### src/rtl/byte_mem_responder.sv
// Serves 8/16-bit CPU data-bus requests from a byte-wide asynchronous-read memory.
// A word is split into two byte accesses: low byte at addr, high byte at addr+1.
module byte_mem_responder #(
    parameter int ADDR_W      = 16,
    parameter int WAIT_STATES = 0
) (
    input  logic              clk,
    input  logic              reset_n,
    input  logic              req,
    input  logic              we,
    input  logic              word,
    input  logic [ADDR_W-1:0] addr,
    input  logic [15:0]       wdata,
    output logic [15:0]       rdata,
    output logic              ack,
    output logic              busy,
    output logic [ADDR_W-1:0] mem_addr,
    output logic [7:0]        mem_wdata,
    input  logic [7:0]        mem_rdata,
    output logic              mem_en,
    output logic              mem_we
);

    typedef enum logic [1:0] {
        S_IDLE = 2'd0,
        S_LO   = 2'd1,
        S_HI   = 2'd2,
        S_DONE = 2'd3
    } state_t;

    localparam logic [3:0] WS_L = 4'(WAIT_STATES);

    state_t            r_state;
    state_t            w_next_state;
    logic [3:0]        r_wait_cnt;
    logic [3:0]        w_next_cnt;
    logic              r_we;
    logic              r_word;
    logic [ADDR_W-1:0] r_addr;
    logic [7:0]        r_wdata_hi;
    logic [7:0]        r_asm_lo;
    logic [15:0]       r_rdata;
    logic              r_ack;
    logic              r_busy;
    logic              r_mem_en;
    logic              r_mem_we;
    logic [ADDR_W-1:0] r_mem_addr;
    logic [7:0]        r_mem_wdata;

    logic              w_last;
    logic              w_accept;
    logic              w_we_src;
    logic              w_next_mem_en;
    logic              w_next_mem_we;
    logic [ADDR_W-1:0] w_next_mem_addr;
    logic [7:0]        w_next_mem_wdata;
    logic              w_cap_lo;
    logic              w_cap_hi;
    logic [15:0]       w_next_rdata;

    // Next state plus the values every registered output takes in that state.
    always_comb begin
        w_last           = (r_wait_cnt == WS_L);
        w_accept         = (r_state == S_IDLE) && req;
        w_next_state     = r_state;
        w_next_cnt       = 4'd0;
        w_we_src         = r_we;
        w_next_mem_addr  = r_mem_addr;
        w_next_mem_wdata = r_mem_wdata;
        w_cap_lo         = 1'b0;
        w_cap_hi         = 1'b0;
        w_next_rdata     = r_rdata;

        case (r_state)
            S_IDLE: begin
                if (req) begin
                    w_next_state = S_LO;
                end else begin
                    w_next_state = S_IDLE;
                end
            end
            S_LO: begin
                if (w_last) begin
                    if (r_word) begin
                        w_next_state = S_HI;
                    end else begin
                        w_next_state = S_DONE;
                    end
                end else begin
                    w_next_state = S_LO;
                end
            end
            S_HI: begin
                if (w_last) begin
                    w_next_state = S_DONE;
                end else begin
                    w_next_state = S_HI;
                end
            end
            S_DONE:  w_next_state = S_IDLE;
            default: w_next_state = S_IDLE;
        endcase

        if (((r_state == S_LO) || (r_state == S_HI)) && !w_last) begin
            w_next_cnt = r_wait_cnt + 4'd1;
        end else begin
            w_next_cnt = 4'd0;
        end

        // On acceptance the latched copies are not yet loaded, so use the bus fields.
        if (w_accept) begin
            w_we_src         = we;
            w_next_mem_addr  = addr;
            w_next_mem_wdata = wdata[7:0];
        end else if ((r_state == S_LO) && w_last && r_word) begin
            w_we_src         = r_we;
            w_next_mem_addr  = r_addr + ADDR_W'(1);
            w_next_mem_wdata = r_wdata_hi;
        end else begin
            w_we_src         = r_we;
            w_next_mem_addr  = r_mem_addr;
            w_next_mem_wdata = r_mem_wdata;
        end

        w_next_mem_en = (w_next_state == S_LO) || (w_next_state == S_HI);
        w_next_mem_we = w_next_mem_en && w_we_src && (w_next_cnt == WS_L);

        w_cap_lo = (r_state == S_LO) && w_last && !r_we;
        w_cap_hi = (r_state == S_HI) && w_last && !r_we;
        if (w_cap_lo && !r_word) begin
            w_next_rdata = {8'h00, mem_rdata};
        end else if (w_cap_hi) begin
            w_next_rdata = {mem_rdata, r_asm_lo};
        end else begin
            w_next_rdata = r_rdata;
        end
    end

    // State register and per-byte wait counter.
    always_ff @(posedge clk) begin
        if (!reset_n) begin
            r_state    <= S_IDLE;
            r_wait_cnt <= 4'd0;
        end else begin
            r_state    <= w_next_state;
            r_wait_cnt <= w_next_cnt;
        end
    end

    // Request fields latched at acceptance and the low-byte assembly register.
    always_ff @(posedge clk) begin
        if (!reset_n) begin
            r_we       <= 1'b0;
            r_word     <= 1'b0;
            r_addr     <= '0;
            r_wdata_hi <= 8'h00;
            r_asm_lo   <= 8'h00;
        end else begin
            if (w_accept) begin
                r_we       <= we;
                r_word     <= word;
                r_addr     <= addr;
                r_wdata_hi <= wdata[15:8];
            end
            if (w_cap_lo) begin
                r_asm_lo <= mem_rdata;
            end
        end
    end

    // Registered bus and memory-port outputs.
    always_ff @(posedge clk) begin
        if (!reset_n) begin
            r_rdata     <= 16'h0000;
            r_ack       <= 1'b0;
            r_busy      <= 1'b0;
            r_mem_en    <= 1'b0;
            r_mem_we    <= 1'b0;
            r_mem_addr  <= '0;
            r_mem_wdata <= 8'h00;
        end else begin
            r_rdata     <= w_next_rdata;
            r_ack       <= (w_next_state == S_DONE);
            r_busy      <= (w_next_state != S_IDLE);
            r_mem_en    <= w_next_mem_en;
            r_mem_we    <= w_next_mem_we;
            r_mem_addr  <= w_next_mem_addr;
            r_mem_wdata <= w_next_mem_wdata;
        end
    end

    assign rdata     = r_rdata;
    assign ack       = r_ack;
    assign busy      = r_busy;
    assign mem_en    = r_mem_en;
    assign mem_we    = r_mem_we;
    assign mem_addr  = r_mem_addr;
    assign mem_wdata = r_mem_wdata;

endmodule

### config.mk
export PLATFORM = sky130hd
export DESIGN_NAME = byte_mem_responder
export DESIGN_NICKNAME = d
export VERILOG_FILES = /design/src/rtl/byte_mem_responder.sv
export SDC_FILE = /design/constraint.sdc
export NUM_CORES = 1
export LEC_CHECK = 0
export CELL_PAD_IN_SITES_DETAIL_PLACEMENT = 2
export CELL_PAD_IN_SITES_GLOBAL_PLACEMENT = 2
export CORE_ASPECT_RATIO = 1.1
export CORE_UTILIZATION = 25
export DETAILED_ROUTE_END_ITERATION = 6
export GPL_TIMING_DRIVEN = 0
export PLACE_DENSITY = 0.77
export RECOVER_POWER = 25
export SLEW_MARGIN = 20
export SYNTH_ARGS = -nofsm -noshare
export SYNTH_HDL_FRONTEND = slang
export SYNTH_SLANG_ARGS = --single-unit
### constraint.sdc
create_clock -name clk -period 2 [get_ports clk]
set_input_delay 0.4 -clock clk [delete_from_list [all_inputs] [get_ports clk]]
set_output_delay 0.4 -clock clk [all_outputs]
set_load 0.005 [all_outputs]
==> flow_summary.toml <==
[outcome]
status = "complete, no violations"

[power]
seqPwrFrac_pct = 42.5
p_int_mw = 3.303
ir_drop_mv = 0.3611
switching_share_pct = 24.85
p_comb_share_pct = 14.5
power_frac_clock_pct = 42.9
total_power_mw = 4.395
p_leak_nw = 2.006
power_switching_mw = 1.092
p_per_area_mw_per_mm2 = 846.9

[floorplanning]
fp-row-count = 45
core_region_area_mm2 = 0.01396
die_h_um = 128.1
die_w_um = 116.7
initial_utilization_pct = 25.90
dieArea_mm2 = 0.01495
io_pins = 89

[place]
gp_congestion = 0.7566
dp_cells = 713
hpwl_mm = 9.223
port_buffers = 88
dpl-instance-area_mm2 = 0.004735

[cells_and_area]
design_area_mm2 = 0.005190
regArea_mm2 = 0.001692
area.growth.synth_to_final_pct = 43.53
layout-drive-gt1-share_pct = 13.19
layout.cells.non_filler = 734
nets = 595
multiInputGateArea_mm2 = 0.001797
insertedDiodeCount = 0
fillers = 1638

[hold_path]
hold_end = "r_wait_cnt[0]"
hold_start = "r_wait_cnt[0]"
hold_depth = 1
hold_path.class = "flop to flop"

[timing]
finClkSkew_ns = 0.008070
tightest_slew_ns = 0.6262
setup_viol = 0
min_period_ns = 1.928
max_freq_mhz = 518.6
maxSlewViolCount = 0
final_hold_viol_count = 0
slew_headroom_pct = 58.25
fin_crit_sh_pct = 96.41

[setup_path]
start_kind = "flop"
end_kind = "flop"
required_ns = 2.27
r2r_slack_ns = 0.07
path_max_fanout = 7
path_class = "flop to flop"
worstPathArrival_ns = 2.20
worstRegToRegCells = 5
r2r-end = "mem_addr[12]"
crit-reg2reg-launch = "r_addr[4]"

[clock_tree]
h-tree-depth = 3
clk_pin_slew_ns = 0.06
cts_buffers = 9
cts_sinks = 84
clk_latency_ns = 0.35
root_buffer = "clkbuf_16"
postCtsHoldBufs = 0
clk_path_buf_depth = 2
cts_tree = "yes"

[yosys]
synth_flop_cell = "dfxtp_1"
synth-seq-area-share_pct = 46.51
syn_avg_cell_area_um2 = 8.275
syn_nets = 491
synth_warnings = 0
synthCells = 437
synth_top_cell_by_area = "dfxtp_1"
yosysMostFrequentCell = "nand2_1"
async_flop_share_pct = 0
synth.distinct_cells = 51
synth_top_area_share_pct = 46.51
synth_area_leaders = "dfxtp_1, nand2_1, a21oi_1, nor2_1, mux2i_1"
synth_seq_cells = 84
syn_area_mm2 = 0.003616
synth_common_cells = "nand2_1, dfxtp_1, a21oi_1, nor2_1, clkbuf_1"
synth_edf_count = 0

[drt]
dr.pass1.iters = 4
viasPerCell = 4.826
drtIter0Drc = 134
num_vias = 3542
postRouteAntennaNets = 0
wl_per_cell_um = 17.49
drc = 0
wirelength_mm = 12.84

[global_routing]
grt_usage_pct = 18.37
grt-ovfl-total = 0
grt_pass1_vias = 3906
grt_max_degree = 14
grt_pass1_wl_mm = 20.58
antenna_found_initial = 0

[run]
max_cap_violations = 0
-- registers in the layout, summed over array words and instances (netlist names), 2 cells and up --
register / flops
mem_addr: 16
mem_wdata: 8
r_addr: 16
r_asm_lo: 8
r_state: 2
r_wait_cnt: 4
r_wdata_hi: 8
rdata: 16
-- cells in the final DEF, fill, tap and decap left out, types with 4 or more instances in the layout --
cell             count
dfxtp_2              5
a31oi_1             12
clkbuf_1             9
clkbuf_8             5
nand3_1              9
nor2_1              37
a21oi_1             38
mux2i_1             12
nand2_1            116
nand4_1              4
buf_4               12
xnor2_1              6
dfxtp_1             78
nor3_1               5
o21ai_0             12
dlygate4sd3_1       26
inv_1                7
clkbuf_16            9
clkbuf_2             8
a311oi_1             9
clkdlybuf4s50_1     61
ha_1                 4
-- repair_timing --
item                                    in CTS  in global routing
gates resized for setup                     15                 27
hold endpoints to repair                     0                  0
endpoints found under the setup margin      48                 61
pin swaps                                    3                  6
buffers inserted                             4                  5
-- metal layers --
layer  wire, µm  track usage [%]  vias up
li1           -                -     1696
met1       5588            21.40     1739
met2       6441            32.41       90
met3        544            4.350       17
met4        265            6.552        0
met5          0                0        -
-- per-stage QoR --
step / TNS [ns] / utilization, % / hold slack, ns / setup WS (ns)
global placement: -17.53 / 33.91 / 0.4432 / -0.4700
global route: -0.01313 / 37.17 / 0.4654 / -0.006724
finish: 0 / 37.17 / 0.4396 / 0.07189
CTS: -0.07897 / 36.69 / 0.4577 / -0.03357
floorplan: 0 / - / 0.4366 / 0.09921
detailed placement: -20.95 / 33.91 / 0.4496 / -0.4736
-- cell type report --
cell class              count  area share [%]
multi-input cells         315           34.62
clock inverters             3           1.302
repair buffers             97           18.25
plain buffers              24           2.772
well taps                 188           4.532
clock buffers              13           5.207
inverters                  10          0.7232
flip-flops and latches     84           32.59
-- power groups by stage --
stage | logic [mW] | clock network, mW | registers, mW
CTS | 0.657 | 1.95 | 1.87
global route | 0.705 | 2.01 | 1.88
floorplan | 0.292 | 0 | 1.89
global placement | 0.621 | 0 | 1.90
detailed placement | 0.643 | 0 | 1.90
finish | 0.639 | 1.89 | 1.87
-- cell families (layout without fill, tap and decap cells) --
logic type	Yosys count	in the layout	synth area share [%]
XOR/XNOR	9	9	2.180
AO/OA/AOI/OAI	89	89	14.98
buffers and inverters	38	147	5.952
adder cells (fa/ha/maj)	9	9	3.114
multiplexers	14	14	3.945
flip-flops	84	84	46.51
AND/OR/NAND/NOR	194	194	23.32
-- worst max-delay path, cell delays in order (launching register included) --
cell and delay, ns:
dfxtp_1 0.48, nand4_4 0.19, or4_4 0.58, nor2_4 0.13, mux2_4 0.31, a31oi_1 0.16
-- worst max path at each step --
stage / start / endpoint / slack [ns] / cells past startpoint
after floorplan: r_state[0] / mem_addr[12] / 0.1 / 8
after global placement: req / mem_wdata[3] / -0.47 / 5
after detailed placement: req / mem_addr[12] / -0.47 / 7
after CTS: r_wait_cnt[0] / mem_en / -0.03 / 8
after global routing: r_state[0] / rdata[6] / -0.007 / 7
final: r_addr[4] / mem_addr[12] / 0.07 / 5
(Power assumes the default switching activity.)
